### src/rtl/seq_det_pkg.sv
// seq_det_pkg
//   Shared defaults and helpers for the parametrised serial pattern detector.
//   Holds the default pattern geometry (1011, length 4, overlapping) and the
//   width helper used to size cfg_len and the fill counter.
package seq_det_pkg;

    localparam int unsigned PKG_MAX_LEN     = 8;
    localparam int unsigned PKG_CNT_W       = 16;
    localparam logic [7:0]  PKG_DEF_PATTERN = 8'b0000_1011;
    localparam int unsigned PKG_DEF_LEN     = 4;
    localparam bit          PKG_DEF_OVERLAP = 1'b1;

    // Bits needed to hold a length value in 0..max_len inclusive.
    function automatic int unsigned len_width(input int unsigned max_len);
        return $clog2(max_len + 1);
    endfunction

endpackage

### src/rtl/seq_det_match_cnt.sv
// seq_det_match_cnt
//   Saturating event counter with synchronous clear.
// Ports:
//   clk      clock
//   rst      asynchronous active-low reset
//   i_clr    synchronous clear, wins over i_inc
//   i_inc    count one event this cycle
//   o_count  current count, sticks at all-ones
//   o_sat    o_count is all-ones
module seq_det_match_cnt #(
    parameter int unsigned CNT_W = 16
) (
    input  logic             clk,
    input  logic             rst,
    input  logic             i_clr,
    input  logic             i_inc,
    output logic [CNT_W-1:0] o_count,
    output logic             o_sat
);

    logic [CNT_W-1:0] r_count;
    logic             w_sat;

    assign w_sat = &r_count;

    always_ff @(posedge clk or negedge rst) begin
        if (!rst) begin
            r_count <= '0;
        end else if (i_clr) begin
            r_count <= '0;
        end else if (i_inc && !w_sat) begin
            r_count <= r_count + CNT_W'(1);
        end
    end

    assign o_count = r_count;
    assign o_sat   = w_sat;

endmodule

### src/rtl/seq_detector_param.sv
// seq_detector_param
//   Serial bit-pattern detector with runtime-loadable pattern, length and
//   overlap mode. Mealy match output plus a registered copy and a saturating
//   match counter.
// Ports:
//   clk          clock
//   rst          asynchronous active-low reset
//   in_valid     in_bit is valid this cycle
//   in_bit       serial data bit
//   cfg_load     one-cycle pulse: latch cfg_* and restart detection
//   cfg_pattern  pattern; bit len-1 is the first bit received, bit 0 the last
//   cfg_len      pattern length 1..MAX_LEN; 0 or >MAX_LEN disables matching
//   cfg_overlap  1 = overlapping matches, 0 = non-overlapping
//   cnt_clr      synchronous clear of match_count (wins over a match)
//   match        combinational match in the cycle of the final pattern bit
//   match_q      match delayed by one cycle
//   match_count  saturating number of matches
//   cnt_sat      match_count is all-ones
module seq_detector_param
    import seq_det_pkg::*;
#(
    parameter int unsigned         MAX_LEN     = PKG_MAX_LEN,
    parameter int unsigned         CNT_W       = PKG_CNT_W,
    parameter logic [MAX_LEN-1:0]  DEF_PATTERN = MAX_LEN'(PKG_DEF_PATTERN),
    parameter int unsigned         DEF_LEN     = PKG_DEF_LEN,
    parameter bit                  DEF_OVERLAP = PKG_DEF_OVERLAP,
    localparam int unsigned        LW          = len_width(MAX_LEN)
) (
    input  logic               clk,
    input  logic               rst,
    input  logic               in_valid,
    input  logic               in_bit,
    input  logic               cfg_load,
    input  logic [MAX_LEN-1:0] cfg_pattern,
    input  logic [LW-1:0]      cfg_len,
    input  logic               cfg_overlap,
    input  logic               cnt_clr,
    output logic               match,
    output logic               match_q,
    output logic [CNT_W-1:0]   match_count,
    output logic               cnt_sat
);

    // Out-of-range lengths collapse to 0, which disables matching.
    function automatic logic [LW-1:0] sane_len(input logic [31:0] l);
        return (l > MAX_LEN) ? '0 : LW'(l);
    endfunction

    // The oldest history bit never reaches the compare window, so only
    // MAX_LEN-1 bits are kept.
    logic [MAX_LEN-2:0] r_hist;
    logic [LW-1:0]      r_fill;
    logic [MAX_LEN-1:0] r_pattern;
    logic [LW-1:0]      r_len;
    logic               r_overlap;
    logic               r_match_q;

    logic               w_accept;
    logic [MAX_LEN-1:0] w_win;
    logic [MAX_LEN-1:0] w_mask;
    logic               w_cmp;
    logic               w_fill_ok;
    logic               w_match;
    logic [LW-1:0]      w_fill_inc;

    assign w_accept = in_valid & ~cfg_load;
    assign w_win    = {r_hist, in_bit};

    // Only the low r_len bits of the window take part in the compare.
    always_comb begin
        w_mask = '0;
        for (int unsigned i = 0; i < MAX_LEN; i++) begin
            w_mask[i] = (i < 32'(r_len));
        end
    end

    assign w_cmp = (((w_win ^ r_pattern) & w_mask) == '0);

    // fill >= len-1, evaluated one bit wider so fill+1 cannot wrap.
    assign w_fill_ok = (({1'b0, r_fill} + (LW+1)'(1)) >= {1'b0, r_len});

    // rst gating keeps match low while reset is held, whatever the defaults.
    assign w_match = rst & w_accept & (r_len != '0) & w_fill_ok & w_cmp;

    assign w_fill_inc = (32'(r_fill) >= MAX_LEN) ? r_fill : r_fill + LW'(1);

    always_ff @(posedge clk or negedge rst) begin
        if (!rst) begin
            r_hist    <= '0;
            r_fill    <= '0;
            r_pattern <= DEF_PATTERN;
            r_len     <= sane_len(32'(DEF_LEN));
            r_overlap <= DEF_OVERLAP;
            r_match_q <= 1'b0;
        end else begin
            r_match_q <= w_match;
            if (cfg_load) begin
                // Any in_bit presented alongside cfg_load is dropped.
                r_pattern <= cfg_pattern;
                r_len     <= sane_len(32'(cfg_len));
                r_overlap <= cfg_overlap;
                r_fill    <= '0;
            end else if (in_valid) begin
                r_hist <= w_win[MAX_LEN-2:0];
                // Non-overlapping: a match consumes its bits.
                r_fill <= (!r_overlap && w_match) ? '0 : w_fill_inc;
            end
        end
    end

    seq_det_match_cnt #(
        .CNT_W (CNT_W)
    ) u_match_cnt (
        .clk     (clk),
        .rst     (rst),
        .i_clr   (cnt_clr),
        .i_inc   (w_match),
        .o_count (match_count),
        .o_sat   (cnt_sat)
    );

    assign match   = w_match;
    assign match_q = r_match_q;

endmodule

### config.mk
export PLATFORM = sky130hd
export DESIGN_NAME = seq_detector_param
export DESIGN_NICKNAME = d
export VERILOG_FILES = /design/src/rtl/seq_det_pkg.sv /design/src/rtl/seq_det_match_cnt.sv /design/src/rtl/seq_detector_param.sv
export SDC_FILE = /design/constraint.sdc
export NUM_CORES = 1
export LEC_CHECK = 0
export ABC_AREA = 1
export ABC_CLOCK_PERIOD_IN_PS = 2250
export CORE_MARGIN = 1
export CORE_UTILIZATION = 49
export CTS_CLUSTER_SIZE = 12
export DETAILED_ROUTE_END_ITERATION = 7
export HOLD_SLACK_MARGIN = 0.02
export PLACE_DENSITY = 0.76
export SYNTH_ARGS = -nofsm -noshare
export SYNTH_HDL_FRONTEND = slang
export SYNTH_SLANG_ARGS = --single-unit
### constraint.sdc
create_clock -name clk -period 2.25 [get_ports clk]
set_clock_uncertainty 0.15 [all_clocks]
set_input_delay 0.225 -clock clk [delete_from_list [all_inputs] [get_ports clk]]
set_output_delay 0.225 -clock clk [all_outputs]
set_load 0.005 [all_outputs]
======== Yosys cells after proc, flatten, opt, wreduce, memory -nomap -nowiden ========
Cells that the tools add are included.
operators by class
  div/mod/pow operators ................... 0
  shift operators ......................... 0
  reduce and logical (&&, ||, !) cells .... 11
  muxes and demuxes ....................... 7
  $lt $le $gt $ge ......................... 11
  bitwise logic cells ..................... 8
  add/subtract/negate cells ............... 3
  $mul .................................... 0
  eq/ne operators ......................... 1
operator list
  cell                                                                     number
  16-bit 2-to-1 mux                                                        2
  4-bit 2-to-1 mux                                                         5
  16-bit by 1-bit adder with 16-bit output, second input constant          1
  3-bit by 4-bit < comparator with 1-bit output, first input constant      4
  16-bit AND reduction                                                     1
  8-bit AND                                                                1
  8-bit zero test                                                          1
  1-bit by 4-bit < comparator with 1-bit output, first input constant      2
  2-bit by 4-bit < comparator with 1-bit output, first input constant      2
  8-bit bitwise XOR                                                        1
  4-bit by 1-bit adder with 5-bit output, second input constant            1
  1-bit AND                                                                5
  5-bit by 4-bit greater-or-equal comparator with 1-bit output             1
  4-bit by 1-bit adder with 4-bit output, second input constant            1
  4-bit greater-or-equal comparator, second input constant                 1
  4-bit greater-than comparator, second input constant                     1
  2-bit AND reduction                                                      2
  2-bit nonzero test                                                       2
  4-bit nonzero test                                                       1
  3-bit by 2-bit inequality test with 1-bit output, second input constant  1
  1-bit logical AND                                                        2
  1-bit zero test                                                          2
  1-bit NOT                                                                1
storage, ports and cells
  memory bits (writable) .................. 0
  ROM bits ................................ 0
  bits in registers ....................... 41
  output and inout bits ................... 19
  bits in latches ......................... 0
  memories ................................ 0
  input port bits ......................... 19
  word-level logic and storage cells ...... 48

======== Logic depth before layout (Yosys ltp) ========
Gate-level depths: netlist (run 1).
  word-level depth ........................ 10
  depth in mapped cells ................... 15
  depth with buffers taken out ............ 14

======== Cells and area by module ========
A second synthesis (run 1) with hierarchy kept.
second synthesis, totals
  cells, all modules ...................... 352
  area total of the unflattened synthesis .. 2508.7 um^2
by module, submodules not included
  module              cells an instance  sequential area each (um^2)  area an instance (um^2)  times used
  seq_detector_param  191                631.9                        1441.4                   1
  seq_det_match_cnt   161                400.4                        1067.3                   1

======== Worst setup path before layout (run 1) ========
Ideal clock, no wire load.
  kind .................................... flip-flop to flip-flop
  start ................................... register r_fill[0]
  end ..................................... register u_match_cnt.r_count[10] (netlist: u_match_cnt.o_count[10])
  buffers on the path ..................... 2
  period minus slack after synthesis ...... 2267 ps
  cell stages (with the launch flop) ...... 16
  path slack .............................. -17 ps
  arrival ................................. 2000 ps
  library setup time ...................... 117 ps
  required time ........................... 1983 ps
  cell sequence ........................... dfrtp_1 -> ha_1 -> xor2_1 -> ha_1 -> nand2_1 -> inv_1 -> nand3_1 -> nor2_1 -> nor2_1 -> nor2_1 -> and2_4 -> buf_12 -> nand2_8 -> buf_12 -> nand3_2 -> nand2_2
on the way
  cells in the longest elaborated chain, start to end .. 6
ends and longest elaborated chain
  item                                                          RTL line                   source
  from (decl)                                                   seq_detector_param.sv:52   logic [LW-1:0] r_fill;
  from (signal assigned)                                        seq_detector_param.sv:106  r_fill <= (!r_overlap && w_match) ? '0 : w_fill_inc;
  4-bit by 1-bit adder with 5-bit output                        seq_detector_param.sv:80   assign w_fill_ok = (({1'b0, r_fill} + (LW+1)'(1)) >= {1'b0, r_len});
  5-bit by 4-bit greater-or-equal comparator with 1-bit output  seq_detector_param.sv:80
  1-bit AND (2 in a row)                                        seq_detector_param.sv:83   assign w_match = rst & w_accept & (r_len != '0) & w_fill_ok & w_cmp;
  1-bit logical AND                                             seq_det_match_cnt.sv:31    end else if (i_inc && !w_sat) begin
  2-bit nonzero test (no line)                                  n/a
  to (signal assigned)                                          seq_det_match_cnt.sv:32    r_count <= r_count + CNT_W'(1);
  to (decl)                                                     seq_det_match_cnt.sv:21    logic [CNT_W-1:0] r_count;
Every way passes these cells.
A chain may end at the register's enable or synchronous reset.

======== Final worst setup path (run 1) ========
  start ................................... register r_fill[1]
  end ..................................... output match
on the way
  cells in the longest elaborated chain, start to end .. 4
ends and longest elaborated chain
  item                                                          RTL line                  source
  4-bit by 1-bit adder with 5-bit output                        seq_detector_param.sv:80
  5-bit by 4-bit greater-or-equal comparator with 1-bit output  seq_detector_param.sv:80
  1-bit AND (2 in a row)                                        seq_detector_param.sv:83
  to (decl)                                                     seq_detector_param.sv:38  output logic match,
Every way passes these cells.

==> qor.yml, run 1 <==
reg2reg_slack_ns: -0.22
maxCapViolCount: 0
synth_area_um2: 2620
multiInputGateArea_um2: 1370
synth_top_area_share_pct: 34.4
syn_nets: 363
rsz0062_at_grt: "yes"
final.setup.tns_ns: -3.11
globalplace.congestion: 0.914
clk_path_buf_depth: 2
cts.htree.levels: 2
worstMarginPinSlew_ns: 0.949
ys_warn_count: 0
p_clk_share_pct: 30.7
n_antenna_cell: 0
worstReg2RegEnd: "u_match_cnt.o_count[2]$_DFFE_PN0P_"
worstSkewPairLatency_ns: 0.30
fillCellCount: 455
cts_root_buf: "clkbuf_8"
setup_viol: 20
status: "complete, but fails checks"
dp_hpwl_mm: 4.24
synth_cells: 338
grt_pass1_vias: 2213
hold_end: "r_pattern[0]$_DFFE_PN1P_"
final_nets: 421
path_max_fanout: 3
overflow: 0
pwr-share-seq_pct: 50.5
reg2reg_depth: 14
whs_path_depth: 3
antenna_found_initial: 0
violations: "negative setup slack"
netlist_top_cells_area: "dfrtp_1 (34%), nand2_1 (12%), inv_1 (7.0%)"
dieArea_um2: 5640
leakagePower_nw: 1.67
min_from: "cfg_pattern[0]"
clk_pin_slew_ns: 0.07
rows: 26
start_kind: "flip-flop"
cts_tree: "done"
gr-usage-all-layers_pct: 24.0
viasPerCell: 5.07
grt_pass1_wl_mm: 10.0
cellPowerDensity_nw_per_um2: 491
crit_required_ns: 1.88
yosysSeqAreaShare_pct: 39.4
drt_first_pass_iters: 4
critical_path_class: "flip-flop to output port"
finalCritPeriodShare_pct: 110
num_vias: 2370
drc: 0
drt_iter0_drc: 148
timing.final.hold_violations: 0
cts_made_buffers: 5
io_pins: 38
rr_startpoint: "r_fill[1]$_DFFE_PN0P_"
min_path_type: "input port to flip-flop"
final_cell_mix: "nand2_1 (76), inv_1 (49), dfrtp_1 (35)"
ir_drop_mv: 0.396
core_area_um2: 5140
drtAntennaViolNets: 0
seq_area_um2: 1030
layout_commonest_cell: "nand2_1"
period_minus_slack_ns: 2.48
area_delta_synth_final_pct: 28.0
relSlewSlack_pct: 36.5
switching_share_pct: 28.4
yosysUniqueCellTypes: 30
avgSynthCellArea_um2: 7.75
worst_slack_ns: -0.230
p_switching_mw: 0.467
dpl_cell_area_um2: 3120
die_x_um: 75.1
combPwrFrac_pct: 18.8
cts_sinks: 41
portBuffers: 37
synth_top_area_cell: "dfrtp_1"
fmax_ghz: 0.403
wl_mm: 5.98
wl_per_cell_um: 12.8
synth-seq-cells: 41
grt_max_degree: 42
start_util_pct: 50.9
die_h_um: 75.1
internal_power_mw: 1.18
finalInstanceArea_um2: 3350
critPathCaptureType: "output port"
report.final.slew_viol_count: 0
arrival_ns: 2.10
drive_gt1_share_pct: 21.2
==> layer usage <==
metal / global-route usage, % / wire length (µm) / up-vias / part of all wire, %
li1: - / - / 1204 / -
met3: 4.69 / 269 / 7 / 4.5
met4: 7.34 / 72 / 0 / 1.2
met1: 31.6 / 2640 / 1092 / 44
met5: 0 / 0 / - / 0
met2: 40.1 / 3000 / 67 / 50
==> worst max-delay path by stage <==
stage,startpoint,end,slack (ns),cells after the start
6_report,r_fill[1]$_DFFE_PN0P_,match,-0.23,11
4_1_cts,r_fill[1]$_DFFE_PN0P_,match,-0.23,11
3_5_place_dp,r_fill[0]$_DFFE_PN0P_,match,-0.27,11
5_1_grt,r_fill[1]$_DFFE_PN0P_,match,-0.32,11
3_3_place_gp,r_fill[0]$_DFFE_PN0P_,match,-0.20,11
2_1_floorplan,r_fill[0]$_DFFE_PN0P_,u_match_cnt.o_count[10]$_DFFE_PN0P_,0.01,15
==> sequential cells by signal (all words and copies together), names as in the netlist <==
name and count:
u_match_cnt.o_count 16, r_pattern 8, match_q 1, r_overlap 1
r_len 4, r_hist 7, r_fill 4
==> logic make-up (layout without fill, tap and decap cells) <==
group | after synthesis | after routing | share of synthesized area [%]
flops | 41 | 41 | 39.4
simple gates | 187 | 187 | 36.3
fa+ha+maj | 6 | 6 | 2.87
buf+inv | 64 | 123 | 11.4
compound gates | 24 | 24 | 4.73
xor+xnor | 16 | 16 | 5.35
==> stage by stage <==
| stage | hold WS [ns] | utilization (%) | setup slack (ns) | instances | total power, mW |
|---|---|---|---|---|---|
| after CTS | 0.284 | 64.6 | -0.230 | 466 | 1.65 |
| final | 0.288 | 65.2 | -0.230 | 467 | 1.64 |
| after floorplan | -0.221 | - | 0.0127 | 338 | 1.00 |
| after global placement | 0.236 | 60.8 | -0.196 | 453 | 1.11 |
| after detailed placement | 0.235 | 60.8 | -0.266 | 453 | 1.12 |
| after global routing | 0.302 | 65.2 | -0.321 | 467 | 1.73 |
==> critical path: stages (launching register included) <==
cell and delay (ns):
dfrtp_2 0.44, ha_4 0.18, xor2_2 0.18, ha_1 0.30, nand2_1 0.06, inv_1 0.06, nand3_1 0.07, nor2_1 0.09
nor2_1 0.04, nor2_1 0.12, and2_4 0.18, buf_6 0.09
==> synth_stat cells (all sizes together) <==
master   n
inv     53
dfstp    5
dfrtp   36
nor2    28
nand4   23
xnor2    2
a21oi    4
and2     1
buf      8
nand3   37
nor4     2
nor3     4
xor2    14
nand2   92
o21ai   20
ha       6
clkbuf   3
==> what timing repair did <==
action | CTS | global route
hold buffers | 1 | 0
hold endpoints to repair | 36 | 0
setup endpoints to repair | 22 | 22
pin swaps | 10 | 6
resized for setup | 18 | 8
setup buffers | 12 | 2
==> cell type report <==
class | count | area share (%)
Clock buffer | 8 | 2.69
Inverter | 53 | 6.08
Multi-Input combinational cell | 233 | 41.0
Sequential cell | 41 | 30.8
Tap cell | 70 | 2.61
Timing Repair Buffer | 62 | 16.8
==> power groups by stage <==
stage	clock [mW]	combinational (mW)	sequential, mW
after floorplan	0	0.170	0.834
after global placement	0	0.271	0.837
after detailed placement	0	0.278	0.840
after CTS	0.522	0.303	0.829
after global routing	0.544	0.352	0.837
final	0.505	0.309	0.830
Power figures use the tool's default switching activity.
==> inputs of run 2 (changes only) <==
--- a/config.mk
+++ b/config.mk
@@ -6,13 +6,13 @@
 export NUM_CORES = 1
 export LEC_CHECK = 0
 export ABC_AREA = 1
-export ABC_CLOCK_PERIOD_IN_PS = 2250
+export ABC_CLOCK_PERIOD_IN_PS = 2700
 export CORE_MARGIN = 1
-export CORE_UTILIZATION = 49
+export CORE_UTILIZATION = 55
 export CTS_CLUSTER_SIZE = 12
 export DETAILED_ROUTE_END_ITERATION = 7
 export HOLD_SLACK_MARGIN = 0.02
-export PLACE_DENSITY = 0.76
+export PLACE_DENSITY = 0.81
 export SYNTH_ARGS = -nofsm -noshare
 export SYNTH_HDL_FRONTEND = slang
 export SYNTH_SLANG_ARGS = --single-unit
==> constraint.sdc (replaced) <==
create_clock -name clk -period 2.7 [get_ports clk]
set_clock_uncertainty 0.15 [all_clocks]
set_input_delay 0.27 -clock clk [delete_from_list [all_inputs] [get_ports clk]]
set_output_delay 0.27 -clock clk [all_outputs]
set_load 0.005 [all_outputs]
==> qor.yml, run 2 (same netlist as run 1, synthesis figures left out) <==
start_kind: "flip-flop"  # unchanged
drt_iter0_drc: 221  # was 148
timing.final.hold_violations: 0  # unchanged
finalInstanceArea_um2: 3210  # was 3350 µm²
drive_gt1_share_pct: 17.5  # was 21.2%
report.final.slew_viol_count: 0  # unchanged
grt_pass1_wl_mm: 9.65  # was 10.0 mm
die_h_um: 71  # was 75.1 µm
finalCritPeriodShare_pct: 95.4
dieArea_um2: 5040  # was 5640 µm²
viasPerCell: 5.43  # was 5.07
whs_path_depth: 3  # unchanged
n_antenna_cell: 0  # unchanged
final_nets: 407  # was 421
rows: 24  # was 26
num_vias: 2361  # was 2,370
min_path_type: "input port to flip-flop"  # unchanged
critical_path_class: "flip-flop to output port"  # unchanged
dp_hpwl_mm: 4.00  # was 4.24 mm
period_minus_slack_ns: 2.58
status: "complete, but fails checks"  # unchanged
grt_pass1_vias: 2185  # was 2,213
worstSkewPairLatency_ns: 0.30  # about the same
leakagePower_nw: 1.60  # was 1.67 nW
path_max_fanout: 5  # was 3
cellPowerDensity_nw_per_um2: 457  # was 491 nW/µm²
antenna_found_initial: 0  # unchanged
drtAntennaViolNets: 0  # unchanged
grt_max_degree: 42  # unchanged
clk_path_buf_depth: 2  # unchanged
arrival_ns: 2.16  # was 2.10 ns
io_pins: 38  # unchanged
dpl_cell_area_um2: 2990  # was 3120 µm²
cts_root_buf: "clkbuf_8"  # unchanged
largest_reg_flops: 16  # unchanged
relSlewSlack_pct: 36.4  # was 36.5%
gr-usage-all-layers_pct: 24.2  # was 24.0%
area_delta_synth_final_pct: 22.4  # was 28.0%
cts.htree.levels: 2  # unchanged
cts_made_buffers: 5  # unchanged
start_util_pct: 58.5  # was 50.9%
drt_first_pass_iters: 7  # was 4
ir_drop_mv: 0.395  # was 0.396 mV
final_cell_mix: "nand2_1 (78), inv_1 (49), clkdlybuf4s50_1 (35)"  # was nand2_1 (76), inv_1 (49), dfrtp_1 (35)
violations: "design-rule violations"  # was negative setup slack
core_area_um2: 4470  # was 5140 µm²
setup_viol: 0  # was 20
cts_tree: "done"  # unchanged
critPathCaptureType: "output port"  # unchanged
maxCapViolCount: 0  # unchanged
portBuffers: 37  # unchanged
overflow: 0  # unchanged
layout_commonest_cell: "nand2_1"  # unchanged
wl_mm: 5.70  # was 5.98 mm
rsz0062_at_grt: "yes"  # unchanged
globalplace.congestion: 0.890  # was 0.914
cts_sinks: 41  # unchanged
clk_pin_slew_ns: 0.09  # was 0.07 ns
drc: 2  # was 0
holdWs_ns: 0.319  # was 0.288 ns
worstMarginPinSlew_ns: 0.950  # was 0.949 ns
reg2reg_depth: 17  # was 14
post-route-util_pct: 71.6  # was 65.2%
fmax_ghz: 0.388
die_x_um: 71  # was 75.1 µm
wl_per_cell_um: 13.1  # was 12.8 µm
crit_required_ns: 2.28  # was 1.88 ns
-- run 2: path summary, 6_finish.rpt --
path                                     startpoint                                 end  slack [ns]
setup / recovery              r_fill[0]$_DFFE_PN0P_                               match        0.12
hold reg to reg            r_pattern[0]$_DFFE_PN1P_            r_pattern[0]$_DFFE_PN1P_        0.33
setup reg to reg              r_fill[0]$_DFFE_PN0P_               r_fill[0]$_DFFE_PN0P_        0.18
max in group asynchronous                       rst  u_match_cnt.o_count[0]$_DFFE_PN0P_        1.54
hold / removal                       cfg_pattern[0]            r_pattern[0]$_DFFE_PN1P_        0.32
min in group asynchronous                       rst                   match_q$_DFF_PN0_        0.48
-- run 2: cell type report --
type / instances / area, µm²
Multi-Input combinational cell: 233 / 1330
Inverter: 53 / 204
Timing Repair Buffer: 48 / 457
Tap cell: 52 / 65.1
Clock inverter: 3 / 46.3
Clock buffer: 5 / 68.8
Sequential cell: 41 / 1040
Fill cell: 359 / 1270
-- run 2: per-stage QoR --
stage / setup TNS, ns / worst slack [ns] / total power [mW] / std cells
finish: 0 / 0.123 / 1.46 / 435
global route: -0.0447 / -0.0252 / 1.54 / 435
CTS: 0 / 0.00175 / 1.45 / 432
detailed placement: 0 / 0.0660 / 0.913 / 420
global placement: 0 / 0.150 / 0.904 / 420
floorplan: 0 / 0.433 / 0.836 / 338
-- run 2: power by group --
group          internal, mW  switching (mW)  leakage, nW
registers             0.659          0.0330        0.523
logic                 0.116           0.143         1.02
clock network         0.277           0.235       0.0543
-- run 2: repair_timing --
action	CTS	global route
gates cloned	0	0
setup endpoints to repair	1	22
resized for setup	2	16
setup buffers	3	3
hold buffers	1	0
pin swaps	3	9
hold endpoints to repair	36	0
-- run 2: per-layer routing --
layer  up-vias  global-route usage [%]  part of all wire [%]
li1       1168                       -                     -
met1      1105                    33.1                    45
met2        75                    38.8                    48
met3        13                    3.70                   4.8
met4         0                    9.78                   2.1
met5         -                       0                     0
-- run 2: worst max-delay path, stage by stage (launching register included) --
cell	delay, ns
dfrtp_2	0.46
ha_4	0.18
xor2_2	0.18
ha_1	0.30
nand2_1	0.05
inv_1	0.05
nand3_1	0.06
nor2_1	0.10
nor2_1	0.05
nor2_1	0.14
and2_4	0.18
clkbuf_2	0.11
